### src/rtl/network_rx_port_select_pkg.sv
// Shared types for the management-network RX port selector: the RX bus word
// layout and the selector FSM encoding.
package EthernetBus;

    typedef struct packed {
        logic       start;
        logic       data_valid;
        logic [7:0] data;
        logic       commit;
        logic       drop;
    } EthernetRxBus;

endpackage

package NetworkRxSelectPkg;

    typedef enum logic [1:0] {
        SEL_NONE   = 2'd0,
        SEL_ACTIVE = 2'd1,
        SEL_DRAIN  = 2'd2
    } sel_state_t;

    function automatic int port_bits(input int num_ports);
        return (num_ports > 2) ? $clog2(num_ports) : 1;
    endfunction

endpackage

### src/rtl/network_rx_port_select_qualifier.sv
// Per-port link holdoff qualifier and open-frame tracker.
module rx_link_qualifier #(
    parameter int HOLDOFF_CYCLES = 1024
) (
    input  logic clk,
    input  logic rst_n,
    input  logic link_up,
    input  logic rx_start,
    input  logic rx_end,
    output logic qual,
    output logic in_frame
);
    localparam int CW = $clog2(HOLDOFF_CYCLES + 1);
    localparam logic [CW-1:0] HOLD = CW'(HOLDOFF_CYCLES);

    logic [CW-1:0] cnt_r;
    logic          in_frame_r;

    // Saturating holdoff counter, cleared whenever the link is down
    always_ff @(posedge clk or negedge rst_n) begin
        if (!rst_n) begin
            cnt_r <= '0;
        end else if (!link_up) begin
            cnt_r <= '0;
        end else if (cnt_r != HOLD) begin
            cnt_r <= cnt_r + CW'(1);
        end else begin
            cnt_r <= cnt_r;
        end
    end

    // Open-frame flag; an end in the same word as a start wins
    always_ff @(posedge clk or negedge rst_n) begin
        if (!rst_n) begin
            in_frame_r <= 1'b0;
        end else if (rx_end) begin
            in_frame_r <= 1'b0;
        end else if (rx_start) begin
            in_frame_r <= 1'b1;
        end else begin
            in_frame_r <= in_frame_r;
        end
    end

    // Loss is not held off: qual follows link_up down in the same cycle
    assign qual     = link_up & (cnt_r == HOLD);
    assign in_frame = in_frame_r;

endmodule

### src/rtl/network_rx_port_select.sv
// Fixed-priority, link-qualified RX port selector that only changes port on
// frame boundaries. Optional perf counters: NETWORK_RX_PORT_SELECT_PERF_EN.
module network_rx_port_select
    import EthernetBus::*;
    import NetworkRxSelectPkg::*;
#(
    parameter  int NUM_PORTS      = 2,
    parameter  int HOLDOFF_CYCLES = 1024,
    localparam int PORT_BITS      = port_bits(NUM_PORTS)
) (
    input  logic                 clk,
    input  logic                 rst_n,
    input  logic [NUM_PORTS-1:0] link_up,
    input  EthernetRxBus         rx_bus [NUM_PORTS],
    output logic                 eth_link_up,
    output EthernetRxBus         eth_rx_bus,
    output logic [PORT_BITS-1:0] active_port,
    output logic [31:0]          perf_switches,
    output logic [31:0]          perf_truncated
);
    logic [NUM_PORTS-1:0] qual_s, in_frame_s, inf_next_s;
    logic                 any_s;
    logic [PORT_BITS-1:0] best_s, port_s, port_r;
    sel_state_t           state_s, state_r;
    logic                 skip_s, skip_r, out_open_r, link_r;
    logic                 sw_inc_s, tr_inc_s, cur_end_s;
    EthernetRxBus         cur_s, fwd_s, out_s, out_r;

    for (genvar g = 0; g < NUM_PORTS; g++) begin : g_port
        rx_link_qualifier #(.HOLDOFF_CYCLES(HOLDOFF_CYCLES)) u_qual (
            .clk      (clk),
            .rst_n    (rst_n),
            .link_up  (link_up[g]),
            .rx_start (rx_bus[g].start),
            .rx_end   (rx_bus[g].commit | rx_bus[g].drop),
            .qual     (qual_s[g]),
            .in_frame (in_frame_s[g])
        );
        // Frame still open after this word, counting a start seen this cycle
        assign inf_next_s[g] = ~(rx_bus[g].commit | rx_bus[g].drop)
                               & (rx_bus[g].start | in_frame_s[g]);
    end

    // Lowest qualified index wins
    always_comb begin
        best_s = '0;
        any_s  = |qual_s;
        for (int i = NUM_PORTS - 1; i >= 0; i--) begin
            best_s = qual_s[i] ? PORT_BITS'(i) : best_s;
        end
    end

    // Selection FSM next state and next output word
    always_comb begin
        state_s   = state_r;
        port_s    = port_r;
        skip_s    = skip_r;
        sw_inc_s  = 1'b0;
        tr_inc_s  = 1'b0;
        out_s     = '0;
        cur_s     = rx_bus[port_r];
        cur_end_s = cur_s.commit | cur_s.drop;
        fwd_s     = skip_r ? EthernetRxBus'('0) : cur_s;
        case (state_r)
            SEL_NONE: begin
                if (any_s) begin
                    state_s  = SEL_ACTIVE;
                    port_s   = best_s;
                    skip_s   = inf_next_s[best_s];
                    sw_inc_s = 1'b1;
                end else begin
                    state_s  = SEL_NONE;
                end
            end
            SEL_ACTIVE, SEL_DRAIN: begin
                if (!qual_s[port_r]) begin
                    out_s.drop = out_open_r;
                    tr_inc_s   = out_open_r;
                    if (any_s) begin
                        state_s  = SEL_ACTIVE;
                        port_s   = best_s;
                        skip_s   = inf_next_s[best_s];
                        sw_inc_s = 1'b1;
                    end else begin
                        state_s  = SEL_NONE;
                        skip_s   = 1'b0;
                    end
                end else if (best_s == port_r) begin
                    out_s   = fwd_s;
                    state_s = SEL_ACTIVE;
                    skip_s  = skip_r & ~cur_end_s;
                end else if (inf_next_s[port_r] & ~skip_r) begin
                    // Output is carrying a frame from this port: let it finish
                    out_s   = fwd_s;
                    state_s = SEL_DRAIN;
                end else begin
                    out_s    = fwd_s;
                    state_s  = SEL_ACTIVE;
                    port_s   = best_s;
                    skip_s   = inf_next_s[best_s];
                    sw_inc_s = 1'b1;
                end
            end
            default: begin
                state_s = SEL_NONE;
                skip_s  = 1'b0;
            end
        endcase
    end

    // State and registered outputs
    always_ff @(posedge clk or negedge rst_n) begin
        if (!rst_n) begin
            state_r    <= SEL_NONE;
            port_r     <= '0;
            skip_r     <= 1'b0;
            out_r      <= '0;
            out_open_r <= 1'b0;
            link_r     <= 1'b0;
        end else begin
            state_r    <= state_s;
            port_r     <= port_s;
            skip_r     <= skip_s;
            out_r      <= out_s;
            out_open_r <= (out_s.commit | out_s.drop) ? 1'b0 : (out_s.start | out_open_r);
            link_r     <= any_s;
        end
    end

    assign eth_link_up = link_r;
    assign eth_rx_bus  = out_r;
    assign active_port = port_r;

`ifdef NETWORK_RX_PORT_SELECT_PERF_EN
    logic [31:0] sw_cnt_r, tr_cnt_r;

    // Free-running wrap-around event counters
    always_ff @(posedge clk or negedge rst_n) begin
        if (!rst_n) begin
            sw_cnt_r <= 32'd0;
            tr_cnt_r <= 32'd0;
        end else begin
            sw_cnt_r <= sw_cnt_r + {31'd0, sw_inc_s};
            tr_cnt_r <= tr_cnt_r + {31'd0, tr_inc_s};
        end
    end

    assign perf_switches  = sw_cnt_r;
    assign perf_truncated = tr_cnt_r;
`else
    logic perf_unused_s;
    assign perf_unused_s  = sw_inc_s ^ tr_inc_s;
    assign perf_switches  = 32'd0;
    assign perf_truncated = 32'd0;
`endif

endmodule

### config.mk
export PLATFORM = sky130hd
export DESIGN_NAME = network_rx_port_select
export DESIGN_NICKNAME = d
export VERILOG_FILES = /design/src/rtl/network_rx_port_select_pkg.sv /design/src/rtl/network_rx_port_select_qualifier.sv /design/src/rtl/network_rx_port_select.sv
export SDC_FILE = /design/constraint.sdc
export NUM_CORES = 1
export LEC_CHECK = 0
export ABC_AREA = 1
export BUFFER_PORTS_ARGS = -buffer_cell sky130_fd_sc_hd__buf_4
export CAP_MARGIN = 40
export CORE_MARGIN = 4
export CORE_UTILIZATION = 37
export DETAILED_ROUTE_END_ITERATION = 10
export GPL_TIMING_DRIVEN = 0
export REMOVE_ABC_BUFFERS = 1
export SLEW_MARGIN = 20
export SYNTH_ARGS = -nofsm -noshare
export SYNTH_HDL_FRONTEND = slang
export SYNTH_SLANG_ARGS = --single-unit
### constraint.sdc
create_clock -name clk -period 1.96 [get_ports clk]
set_input_delay 0.392 -clock clk [delete_from_list [all_inputs] [get_ports clk]]
set_output_delay 0.392 -clock clk [all_outputs]
set_load 0.02 [all_outputs]
==> results_tabular.tex, run 1 <==
\begin{tabular}{lr}
\hline
Metric & Value \\
\hline
\multicolumn{2}{l}{\textbf{Power and ir drop}} \\
\quad LEAKAGE & 1.622 nW \\
\quad Worst voltage drop across the vdd grid & 285.7 uV \\
\quad Power density of the placed cells & 633.5 mW/mm\^{}2 \\
\multicolumn{2}{l}{\textbf{Logic synthesis}} \\
\quad Share of async-settable or async-resettable flops after synthesis & 100.0\% \\
\quad Dominant register cell in the synthesized netlist & dfrtp\_1 \\
\quad Library cells used by synthesis & 34 \\
\quad Cell area after synthesis & 0.002840 mm\^{}2 \\
\quad Post-synth top area share & 37.00\% \\
\quad Dominant cells by area after synthesis & dfrtp\_1 (37\%), buf\_4 (17\%), nand2\_1 (9.3\%) \\
\quad Share of synthesized area occupied by flip-flops and latches & 37.00\% \\
\quad Most frequent cell after synthesis & nand2\_1 \\
\quad Post-synth top cells & nand2\_1 (70), buf\_4 (64), dfrtp\_1 (42) \\
\quad Cell taking the most area after synthesis & dfrtp\_1 \\
\quad Average footprint of a synthesized cell & 8.046 um\^{}2 \\
\quad Yosys warns & 0 \\
\quad Number of flip-flops and latches in the synthesized netlist & 42 \\
\quad EDFF count, synth & 0 \\
\quad Instance count of the mapped netlist & 353 \\
\multicolumn{2}{l}{\textbf{Clock network}} \\
\quad CTS max path bufs & 2 \\
\quad Total CTS buffers & 5 \\
\quad Later-pin clock latency in the skew report & 0.30 ns \\
\quad CTS clk-pin slew, worst paths & 0.09 ns \\
\quad Root Buffer Master & clkbuf\_8 \\
\quad CTS tree & yes \\
\quad Post-CTS Hold Fix Bufs & 0 \\
\quad Maximum level of the CTS H-tree & 2 \\
\quad Number of sinks on the clock net & 42 \\
\multicolumn{2}{l}{\textbf{Timing}} \\
\quad Setup clock skew after layout & 0.006539 ns \\
\quad Tightest hold margin & 0.06763 ns \\
\quad F\_max & 563.1 MHz \\
\quad Final cycle utilization of the critical path & 90.61\% \\
\quad Slew Viols, Final & 0 \\
\quad Final Critical Period & 1.776 ns \\
\quad Count of endpoints failing hold in the final timing report & 0 \\
\quad Slew at the pin closest to its max-slew limit & 0.5422 ns \\
\quad Relative slew margins & 63.85\% \\
\quad Final setup viols & 0 \\
\multicolumn{2}{l}{\textbf{Placement}} \\
\quad Cell count after placement & 486 \\
\quad Total placed instance area & 0.002994 mm\^{}2 \\
\quad Total of buffers placed on input and output ports & 41 \\
\quad Placed wire-length estimate & 4106 um \\
\quad Placer Congestion & 0.8262 \\
\multicolumn{2}{l}{\textbf{Global route}} \\
\quad Overall global routing resource usage & 12.18\% \\
\quad Via count of the first global-routing pass & 2099 \\
\quad Antenna violations before repair & 0 \\
\quad Wire length of the first global-routing pass & 8866 um \\
\quad Maximum number of pins on one net before global-route repair & 43 \\
\quad GRT Residual Overflow & 0 \\
\multicolumn{2}{l}{\textbf{Layout}} \\
\quad Fraction of layout cells with a size suffix above 1 & 27.18\% \\
\quad Antenna diode instance count & 0 \\
\quad Final instance area & 0.003203 mm\^{}2 \\
\quad Nets & 434 \\
\quad Number of standard cells in the final layout excluding fillers & 500 \\
\quad \# fillers & 730 \\
\quad Post-synthesis to final-layout area growth & 12.78\% \\
\multicolumn{2}{l}{\textbf{Routing}} \\
\quad Via count & 2148 \\
\quad ANT nets after route & 0 \\
\quad Drt drc & 0 \\
\quad Routed length per instance & 10.76 um \\
\quad Pre-antenna DRT Iters & 4 \\
\quad Detailed-route wire length & 5379 um \\
\quad Via-per-instance ratio & 4.296 \\
\quad Number of violations reported at the end of detailed-routing iteration 0 & 59 \\
\multicolumn{2}{l}{\textbf{Outcome}} \\
\quad Run status & complete, no violations \\
\multicolumn{2}{l}{\textbf{Critical path}} \\
\quad Setup crit end kind & flop \\
\quad Kind of critical path & reg -> reg \\
\quad CP startpoint kind & flop \\
\quad Arrival time at the worst endpoint & 1.97 ns \\
\quad Required time of the critical path & 2.16 ns \\
\quad Crit Path Max Fanout & 3 \\
\multicolumn{2}{l}{\textbf{Floorplan}} \\
\quad Initial Util & 38.54\% \\
\quad Number of standard-cell rows in the floorplan & 31 \\
\quad Placeable Area & 0.007370 mm\^{}2 \\
\quad Chip Height & 95.62 um \\
\quad Die span in x & 95.62 um \\
\quad Floorplan die area & 0.009142 mm\^{}2 \\
\quad Number of top-level design ports & 106 \\
\multicolumn{2}{l}{\textbf{Worst hold path}} \\
\quad HP Class & in -> async \\
\multicolumn{2}{l}{\textbf{Job}} \\
\quad Count of maximum capacitance violations & 0 \\
\hline
\end{tabular}
## logic make-up after synthesis
family          after synthesis  synth area share (%)
compound gates               46                 9.912
mux                           1                0.3524
flops                        42                 37.00
buf+inv                     106                 22.95
xor+xnor                      2                0.6169
simple gates                149                 26.39
other cells                   1                0.1320
fa+ha+maj                     6                 2.643
## repair_timing
action / in CTS / in global routing
setup buffers: 1 / 5
resized for setup: 2 / 10
pin swaps: 0 / 3
endpoints found under the setup margin: 13 / 8
## power breakdown
part           leakage, nW  internal, W  switching (W)
sequential           0.578     0.000885      0.0000386
combinational        0.993     0.000123       0.000282
clock               0.0504     0.000379       0.000321
total                 1.62      0.00139       0.000642
## through the flow
stage                     util (%)  worst slack, ns  setup TNS, ns  total power, W
after floorplan                  -           0.1499              0        0.001196
after global placement       40.63          -0.1321        -0.2684        0.001305
after detailed placement     40.63          -0.1634        -0.3566        0.001311
after CTS                    42.56          0.01975              0        0.002026
after global routing         43.46        -0.009874      -0.009874        0.002140
final                        43.46           0.1841              0        0.002029
## per-layer routing
layer  wire (um)  up-vias  GRT usage (%)
li1            -     1091              -
met1        2205      984          14.38
met2        2683       66          21.25
met3         401        7          3.078
met4          90        0          4.384
met5           0        -              0
## layout make-up
| class | count | area, um^2 | area share [%] |
|---|---|---|---|
| multi-input cells | 268 | 1406 | 43.91 |
| flip-flops and latches | 42 | 1052 | 32.85 |
| repair buffers | 47 | 365.4 | 11.41 |
| inverters | 36 | 141.4 | 4.414 |
| well taps | 99 | 123.9 | 3.867 |
| clock buffers | 5 | 68.82 | 2.148 |
| clock inverters | 3 | 45.04 | 1.406 |
## sequential cells by signal, indices dropped and copies added (netlist names)
name                    flops
active_port                 1
eth_link_up                 1
eth_rx_bus                 12
g_port.u_qual.cnt_r        22
g_port.u_qual.in_frame      2
out_open_r                  1
skip_r                      1
state_r                     2
## worst paths after layout
path                       slack (ns)                         to                       from  depth (start not counted)
min                              0.07  g_port[0].u_qual.cnt_r[8]                      rst_n                          1
min reg2reg                      0.51  g_port[1].u_qual.cnt_r[6]  g_port[1].u_qual.cnt_r[6]                          1
max                              0.18                     skip_r  g_port[1].u_qual.cnt_r[0]                         15
min in group clk                 0.26  g_port[0].u_qual.in_frame                 rx_bus[12]                          2
max reg2reg                      0.18                     skip_r  g_port[1].u_qual.cnt_r[0]                         15
max in group asynchronous        1.49                active_port                      rst_n                          1
## layout by cell type, fill, tap and decap left out, types with 2 or more instances in the layout
cell	n
inv_1	27
a21oi_1	15
clkbuf_8	5
ha_1	5
clkinvlp_4	3
nor3_2	6
nand2_1	67
o21ai_1	2
buf_4	46
nor2_2	7
a21oi_2	9
dfrtp_1	41
nand3_2	5
nand3_1	20
nor3_1	5
nand3_4	2
nand2_2	6
inv_2	7
nand4_1	2
conb_1	64
xor2_1	2
nor2_1	23
o21ai_0	15
nor2_4	3
## worst max-delay path: stages, from the launching register on
cell	delay, ns
dfrtp_1	0.40
inv_2	0.11
ha_4	0.14
nand2_1	0.06
nor2_2	0.11
nand3_2	0.12
nor2_4	0.17
nand2_2	0.08
nand2_1	0.06
nand2_1	0.08
nand2_1	0.08
nand3_1	0.06
nand2_1	0.06
nand2_1	0.04
nand2_1	0.05
nand2_1	0.04
(Power assumes the default switching activity.)
==> run 2: changes to the inputs <==
CTS_BUF_LIST = sky130_fd_sc_hd__clkbuf_8   (was not set)
SETUP_SLACK_MARGIN = 0.5   (was not set)
clock period = 2.15 ns   (was 1.96 ns; I/O delays follow)
==> run 2 against run 1 <==
  * Sequential share of layout area decreased by 2.4 points
  * Worst hold slack improved by 0.049 ns
  * Critical endpoint is now eth_rx_bus[5]
  * Die area unchanged
  * Critical path depth shrank 3
  * Via count is 4.5% higher
  * Count of clock-buffer cells in the layout stayed put
  * Non-clock buffer count up 12
==> results_tabular.tex, run 2 (synthesized netlist as in run 1, its figures left out) <==
\begin{tabular}{lr}
\hline
Metric & Value \\
\hline
\multicolumn{2}{l}{\textbf{Global route}} \\
\quad Antenna violations before repair & 0 (unchanged) \\
\quad GRT Residual Overflow & 0 (unchanged) \\
\quad Met2 track utilization from global routing & 21.83\% (+0.58 points) \\
\quad Overall global routing resource usage & 12.51\% (+0.33 points) \\
\quad Met3 usage & 3.078\% (unchanged) \\
\quad Most utilized layer in the global route result & met2 \\
\quad Via count of the first global-routing pass & 2143 (+2.1\%) \\
\quad Maximum number of pins on one net before global-route repair & 43 (unchanged) \\
\quad GR Util met1 & 14.73\% (+0.34 points) \\
\quad Wire length of the first global-routing pass & 9121 um (+2.9\%) \\
\multicolumn{2}{l}{\textbf{Routing}} \\
\quad Pre-antenna DRT Iters & 4 (unchanged) \\
\quad Drt drc & 0 (unchanged) \\
\quad Routed length per instance & 11.49 um (+6.8\%) \\
\quad Number of violations reported at the end of detailed-routing iteration 0 & 62 (+5.1\%) \\
\quad Via count & 2245 (+4.5\%) \\
\quad Via-per-instance ratio & 4.385 (+2.1\%) \\
\quad Detailed-route wire length & 5884 um (+9.4\%) \\
\quad ANT nets after route & 0 (unchanged) \\
\multicolumn{2}{l}{\textbf{Timing}} \\
\quad Tightest hold margin & 0.1168 ns (+0.04914 ns) \\
\quad Setup clock skew after layout & 0.005623 ns (-0.0009165 ns) \\
\quad Final cycle utilization of the critical path & 84.50\% (-6.1 points) \\
\quad Final TNS setup & 0 ns (unchanged) \\
\quad F\_max & 550.4 MHz (-2.2\%) \\
\quad Slew at the pin closest to its max-slew limit & 0.5499 ns (+0.007694 ns) \\
\quad Final Critical Period & 1.817 ns (+0.04087 ns) \\
\quad Unrepaired setup endpoints after global routing & true \\
\quad Slew Viols, Final & 0 (unchanged) \\
\quad Count of endpoints failing hold in the final timing report & 0 (unchanged) \\
\quad Final setup viols & 0 (unchanged) \\
\quad Relative slew margins & 63.34\% (-0.51 points) \\
\multicolumn{2}{l}{\textbf{Power and ir drop}} \\
\quad Total power of the final layout & 0.001897 W (-6.5\%) \\
\quad Power density of the placed cells & 548.5 mW/mm\^{}2 (-13\%) \\
\quad LEAKAGE & 1.730 nW (+6.6\%) \\
\quad Worst voltage drop across the vdd grid & 257.1 uV (-10\%) \\
\multicolumn{2}{l}{\textbf{Layout}} \\
\quad Final instance area & 0.003458 mm\^{}2 (+8.0\%) \\
\quad Fraction of layout cells with a size suffix above 1 & 34.62\% (+7.4 points) \\
\quad Post-layout util & 46.93\% (+3.5 points) \\
\quad Commonest non-fill, non-tap cells in the layout & conb\_1 (64), nand2\_1 (61), buf\_4 (57) \\
\quad \# fillers & 690 (-5.5\%) \\
\quad Flip-flop count of the largest register after layout & 22 (unchanged) \\
\quad Area of all sequential standard cells & 0.001055 mm\^{}2 (+0.24\%) \\
\quad Most common cell after layout, fill and taps aside & conb\_1 \\
\quad Area of combinational cells with multiple inputs & 0.001551 mm\^{}2 (+10\%) \\
\quad Post-synthesis to final-layout area growth & 21.76\% \\
\quad Antenna diode instance count & 0 (unchanged) \\
\quad Nets & 446 (+2.8\%) \\
\quad Largest register by flop count & g\_port.u\_qual.cnt\_r \\
\multicolumn{2}{l}{\textbf{Worst hold path}} \\
\quad HP Class & in -> async \\
\multicolumn{2}{l}{\textbf{Floorplan}} \\
\quad Number of top-level design ports & 106 (unchanged) \\
\quad Placeable Area & 0.007370 mm\^{}2 (unchanged) \\
\quad Chip Height & 95.62 um (unchanged) \\
\quad Die span in x & 95.62 um (unchanged) \\
\quad Initial Util & 38.54\% (unchanged) \\
\quad Number of standard-cell rows in the floorplan & 31 (unchanged) \\
\quad Floorplan die area & 0.009142 mm\^{}2 (unchanged) \\
\multicolumn{2}{l}{\textbf{Clock network}} \\
\quad CTS clk-pin slew, worst paths & 0.09 ns (about the same) \\
\quad Root Buffer Master & clkbuf\_8 \\
\quad Number of sinks on the clock net & 42 (unchanged) \\
\quad Later-pin clock latency in the skew report & 0.29 ns (about the same) \\
\quad CTS tree & yes \\
\quad Maximum level of the CTS H-tree & 2 (unchanged) \\
\quad CTS max path bufs & 2 (unchanged) \\
\quad Total CTS buffers & 5 (unchanged) \\
\multicolumn{2}{l}{\textbf{Placement}} \\
\quad Placer Congestion & 0.8262 (unchanged) \\
\quad Placed wire-length estimate & 4106 um (unchanged) \\
\quad Total placed instance area & 0.002994 mm\^{}2 (unchanged) \\
\quad Total of buffers placed on input and output ports & 41 (unchanged) \\
\multicolumn{2}{l}{\textbf{Critical path}} \\
\quad Crit Path Max Fanout & 6 (+3) \\
\quad Arrival time at the worst endpoint & 2.04 ns (+0.07 ns) \\
\quad CP startpoint kind & flop \\
\quad Worst R2R Setup Slack & 0.33 ns (+0.15 ns) \\
\quad Required time of the critical path & 2.38 ns (+0.22 ns) \\
\quad Setup crit end kind & flop \\
\quad Kind of critical path & reg -> reg \\
\multicolumn{2}{l}{\textbf{Outcome}} \\
\quad Run status & complete, no violations \\
\multicolumn{2}{l}{\textbf{Job}} \\
\quad Count of maximum capacitance violations & 0 (unchanged) \\
\hline
\end{tabular}
-- run 2: per-stage QoR --
step	setup slack [ns]	std cells
after floorplan	0.3399	346
final	0.3332	512
after global placement	0.05793	486
after CTS	0.4408	500
after detailed placement	0.02663	486
after global routing	0.2359	512
-- run 2: what timing repair did --
item                                    CTS  global route
hold buffers                              0             0
cloned                                    0             1
buffers inserted                          6            11
endpoints found under the setup margin   18            22
pin swaps                                 7            17
gates resized for setup                  19            30
-- run 2: final timing paths --
check	cells after the start	from	end
worst max-delay path	12	g_port[1].u_qual.cnt_r[1]	eth_rx_bus[5]
worst min-delay path	1	rst_n	g_port[0].u_qual.cnt_r[8]
worst max register to register	12	g_port[1].u_qual.cnt_r[1]	eth_rx_bus[5]
worst min register to register	1	g_port[1].u_qual.cnt_r[6]	g_port[1].u_qual.cnt_r[6]
max in group asynchronous	1	rst_n	active_port
min in group clk	2	rx_bus[12]	g_port[0].u_qual.in_frame
-- run 2: report_power, final --
part           internal (W)  switching, W  leakage (nW)  total [W]
clock network      0.000345      0.000287        0.0504   0.000632
registers          0.000809     0.0000381         0.578   0.000847
logic              0.000136      0.000282          1.10   0.000418
total               0.00129      0.000606          1.73    0.00190
-- run 2: layout make-up --
class,count,area share (%)
clock inverters,3,1.302
repair buffers,59,13.68
multi-input cells,268,44.86
flip-flops and latches,42,30.50
inverters,36,4.088
well taps,99,3.582
clock buffers,5,1.990
-- run 2: critical path, stage by stage, from the launching register on --
cell and delay [ns]:
dfrtp_1 0.41, inv_2 0.09, ha_4 0.16, buf_4 0.11, nand3_4 0.06, nor2_4 0.14
nand3_4 0.10, nand2_2 0.07, nand2_2 0.08, inv_4 0.10, nand3_4 0.13, buf_12 0.18
a21oi_2 0.11
-- run 2: layer usage --
| layer | share of wire (%) | up-vias |
|---|---|---|
| met4 | 1.8 | 0 |
| met1 | 39 | 1056 |
| li1 | - | 1110 |
| met5 | 0 | - |
| met3 | 7.0 | 9 |
| met2 | 52 | 70 |
==> run 3: changes to the inputs <==
clock period = 1.8 ns   (was 2.15 ns; I/O delays follow)
==> run 3 against run 2 <==
  * Final cell count is 3.1% higher
  * Combinational power rose by 35%
  * Critical path depth is 1 lower
  * Flip-flop and latch count unchanged
  * Power increased by 22%
  * Via count rose by 2.5%
  * Highest routed layer unchanged
  * Clock power rose by 20%
  * Core utilization is 3.4 points higher
  * Critical path type unchanged
==> results_tabular.tex, run 3 (synthesized netlist as in run 1, its figures left out) <==
\begin{tabular}{lr}
\hline
Metric & Value \\
\hline
\multicolumn{2}{l}{\textbf{Outcome}} \\
\quad Run status & complete, no violations \\
\multicolumn{2}{l}{\textbf{Floorplan}} \\
\quad Initial Util & 38.54\% (unchanged) \\
\quad Chip Height & 95.62 um (unchanged) \\
\quad Placeable Area & 0.007370 mm\^{}2 (unchanged) \\
\quad Floorplan die area & 0.009142 mm\^{}2 (unchanged) \\
\quad Number of standard-cell rows in the floorplan & 31 (unchanged) \\
\quad Die span in x & 95.62 um (unchanged) \\
\quad Number of top-level design ports & 106 (unchanged) \\
\multicolumn{2}{l}{\textbf{Layout}} \\
\quad Nets & 462 (+3.6\%) \\
\quad Most common cell after layout, fill and taps aside & conb\_1 \\
\quad Number of standard cells in the final layout excluding fillers & 528 (+3.1\%) \\
\quad Post-synthesis to final-layout area growth & 30.48\% \\
\quad Commonest non-fill, non-tap cells in the layout & conb\_1 (64), nand2\_1 (58), buf\_4 (58) \\
\quad Flip-flop count of the largest register after layout & 22 (unchanged) \\
\quad Final instance area & 0.003706 mm\^{}2 (+7.2\%) \\
\quad Largest register by flop count & g\_port.u\_qual.cnt\_r \\
\quad Fraction of layout cells with a size suffix above 1 & 40.79\% (+6.2 points) \\
\quad Antenna diode instance count & 0 (unchanged) \\
\multicolumn{2}{l}{\textbf{Placement}} \\
\quad Placer Congestion & 0.8262 (unchanged) \\
\quad Total placed instance area & 0.002994 mm\^{}2 (unchanged) \\
\quad Cell count after placement & 486 (unchanged) \\
\quad Total of buffers placed on input and output ports & 41 (unchanged) \\
\quad Placed wire-length estimate & 4106 um (unchanged) \\
\quad Post-placement worst setup slack & -0.3234 ns (-0.3500 ns) \\
\multicolumn{2}{l}{\textbf{Critical path}} \\
\quad Arrival time at the worst endpoint & 2.01 ns (-0.03 ns) \\
\quad Setup crit end kind & flop \\
\quad Required time of the critical path & 2.03 ns (-0.35 ns) \\
\quad CP startpoint kind & flop \\
\quad Startpoint of the most critical setup path & g\_port[1].u\_qual.cnt\_r[1] \\
\quad Crit Path Max Fanout & 6 (unchanged) \\
\quad Worst reg2reg startpoint & g\_port[1].u\_qual.cnt\_r[1] \\
\quad Kind of critical path & reg -> reg \\
\multicolumn{2}{l}{\textbf{Power and ir drop}} \\
\quad Power density of the placed cells & 624.0 mW/mm\^{}2 (+14\%) \\
\quad Total power of the final layout & 0.002313 W (+22\%) \\
\quad Worst voltage drop across the vdd grid & 303.9 uV (+18\%) \\
\quad LEAKAGE & 1.904 nW (+10\%) \\
\multicolumn{2}{l}{\textbf{Timing}} \\
\quad Unrepaired setup endpoints after global routing & true \\
\quad F\_max & 564.1 MHz (+2.5\%) \\
\quad Setup WS post-layout & 0.02740 ns (-0.3058 ns) \\
\quad Slew at the pin closest to its max-slew limit & 0.5522 ns (+0.002245 ns) \\
\quad Final cycle utilization of the critical path & 98.48\% (+14 points) \\
\quad Relative slew margins & 63.19\% (-0.15 points) \\
\quad Slew Viols, Final & 0 (unchanged) \\
\quad Final Critical Period & 1.773 ns (-0.04419 ns) \\
\quad Setup clock skew after layout & 0.006033 ns (+0.0004103 ns) \\
\quad Count of endpoints failing hold in the final timing report & 0 (unchanged) \\
\quad Final setup viols & 0 (unchanged) \\
\multicolumn{2}{l}{\textbf{Routing}} \\
\quad Drt drc & 0 (unchanged) \\
\quad Via count & 2302 (+2.5\%) \\
\quad Number of violations reported at the end of detailed-routing iteration 0 & 55 (-11\%) \\
\quad ANT nets after route & 0 (unchanged) \\
\quad Pre-antenna DRT Iters & 4 (unchanged) \\
\quad Routed length per instance & 11.68 um (+1.6\%) \\
\quad Via-per-instance ratio & 4.360 (-0.57\%) \\
\quad Detailed-route wire length & 6165 um (+4.8\%) \\
\multicolumn{2}{l}{\textbf{Clock network}} \\
\quad Maximum level of the CTS H-tree & 2 (unchanged) \\
\quad CTS clk-pin slew, worst paths & 0.09 ns (about the same) \\
\quad Post-CTS Hold Fix Bufs & 0 (unchanged) \\
\quad Total CTS buffers & 5 (unchanged) \\
\quad Number of sinks on the clock net & 42 (unchanged) \\
\quad CTS max path bufs & 2 (unchanged) \\
\quad Root Buffer Master & clkbuf\_8 \\
\quad Later-pin clock latency in the skew report & 0.30 ns (about the same) \\
\quad CTS tree & yes \\
\multicolumn{2}{l}{\textbf{Global route}} \\
\quad GR Util met1 & 15.37\% (+0.64 points) \\
\quad Maximum number of pins on one net before global-route repair & 43 (unchanged) \\
\quad Met2 track utilization from global routing & 23.74\% (+1.9 points) \\
\quad Antenna violations before repair & 0 (unchanged) \\
\quad Via count of the first global-routing pass & 2281 (+6.4\%) \\
\quad Most utilized layer in the global route result & met2 \\
\quad GRT Residual Overflow & 0 (unchanged) \\
\quad Wire length of the first global-routing pass & 9694 um (+6.3\%) \\
\quad Overall global routing resource usage & 13.32\% (+0.81 points) \\
\quad Met3 usage & 3.157\% (+0.079 points) \\
\multicolumn{2}{l}{\textbf{Worst hold path}} \\
\quad HP Class & in -> async \\
\multicolumn{2}{l}{\textbf{Job}} \\
\quad Count of maximum capacitance violations & 0 (unchanged) \\
\hline
\end{tabular}
## run 3: cell types whose count changed in the layout (fill, tap and decap cells not counted), sizes merged
| cell | previous run | this run |
|---|---|---|
| buf | 58 | 74 |
## run 3: area by class of cell
type	count	area, um^2
repair buffers	75	651.9
multi-input cells	268	1618
flip-flops and latches	42	1057
clock buffers	5	68.82
clock inverters	3	45.04
fillers	677	3664
inverters	36	141.4
well taps	99	123.9
## run 3: path summary, 6_finish.rpt
| path | slack (ns) | to | depth (start not counted) |
|---|---|---|---|
| worst max-delay path | 0.03 | eth_rx_bus[10] | 11 |
| worst min-delay path | 0.02 | g_port[0].u_qual.cnt_r[8] | 1 |
| worst max register to register | 0.03 | eth_rx_bus[10] | 11 |
| worst min register to register | 0.52 | g_port[1].u_qual.cnt_r[3] | 1 |
| max in group asynchronous | 1.33 | active_port | 1 |
| min in group clk | 0.23 | g_port[0].u_qual.in_frame | 2 |
## run 3: routing by layer
layer	wire [um]	part of all wire, %	vias to the layer above
li1	-	-	1143
met1	2357	38	1074
met2	3272	53	74
met3	429	7.0	11
met4	105	1.7	0
met5	0	0	-
## run 3: timing repair
action                                  CTS  global route
gates cloned                              0             1
hold endpoints to repair                  0             0
pin swaps                                15            16
setup buffers                            18            15
resized for setup                        44            47
endpoints found under the setup margin   32            38
## run 3: power by group
group          total [W]  switching, W  leakage (nW)  internal (W)
Combinational   0.000564      0.000368          1.28      0.000196
Clock           0.000759      0.000346        0.0504      0.000413
Sequential      0.000990     0.0000237         0.575      0.000966
## run 3: worst max-delay path: stages, from the launching register on
cell and delay (ns):
dfrtp_1 0.41, inv_2 0.09, ha_4 0.15, nand3_1 0.09, nor2_2 0.15, nand3_2 0.13, nand2_2 0.09, nand2_2 0.08
inv_4 0.09, nand3_4 0.13, clkbuf_16 0.20, a21oi_2 0.10
## run 3: per-stage QoR
step | utilization [%] | setup TNS (ns) | hold slack, ns
floorplan | - | -0.01008 | 0.06441
global placement | 40.63 | -2.340 | 0.3855
detailed placement | 40.63 | -2.704 | 0.3874
CTS | 46.47 | 0 | 0.05787
global route | 50.29 | -1.084 | 0.07488
finish | 50.29 | 0 | 0.02082
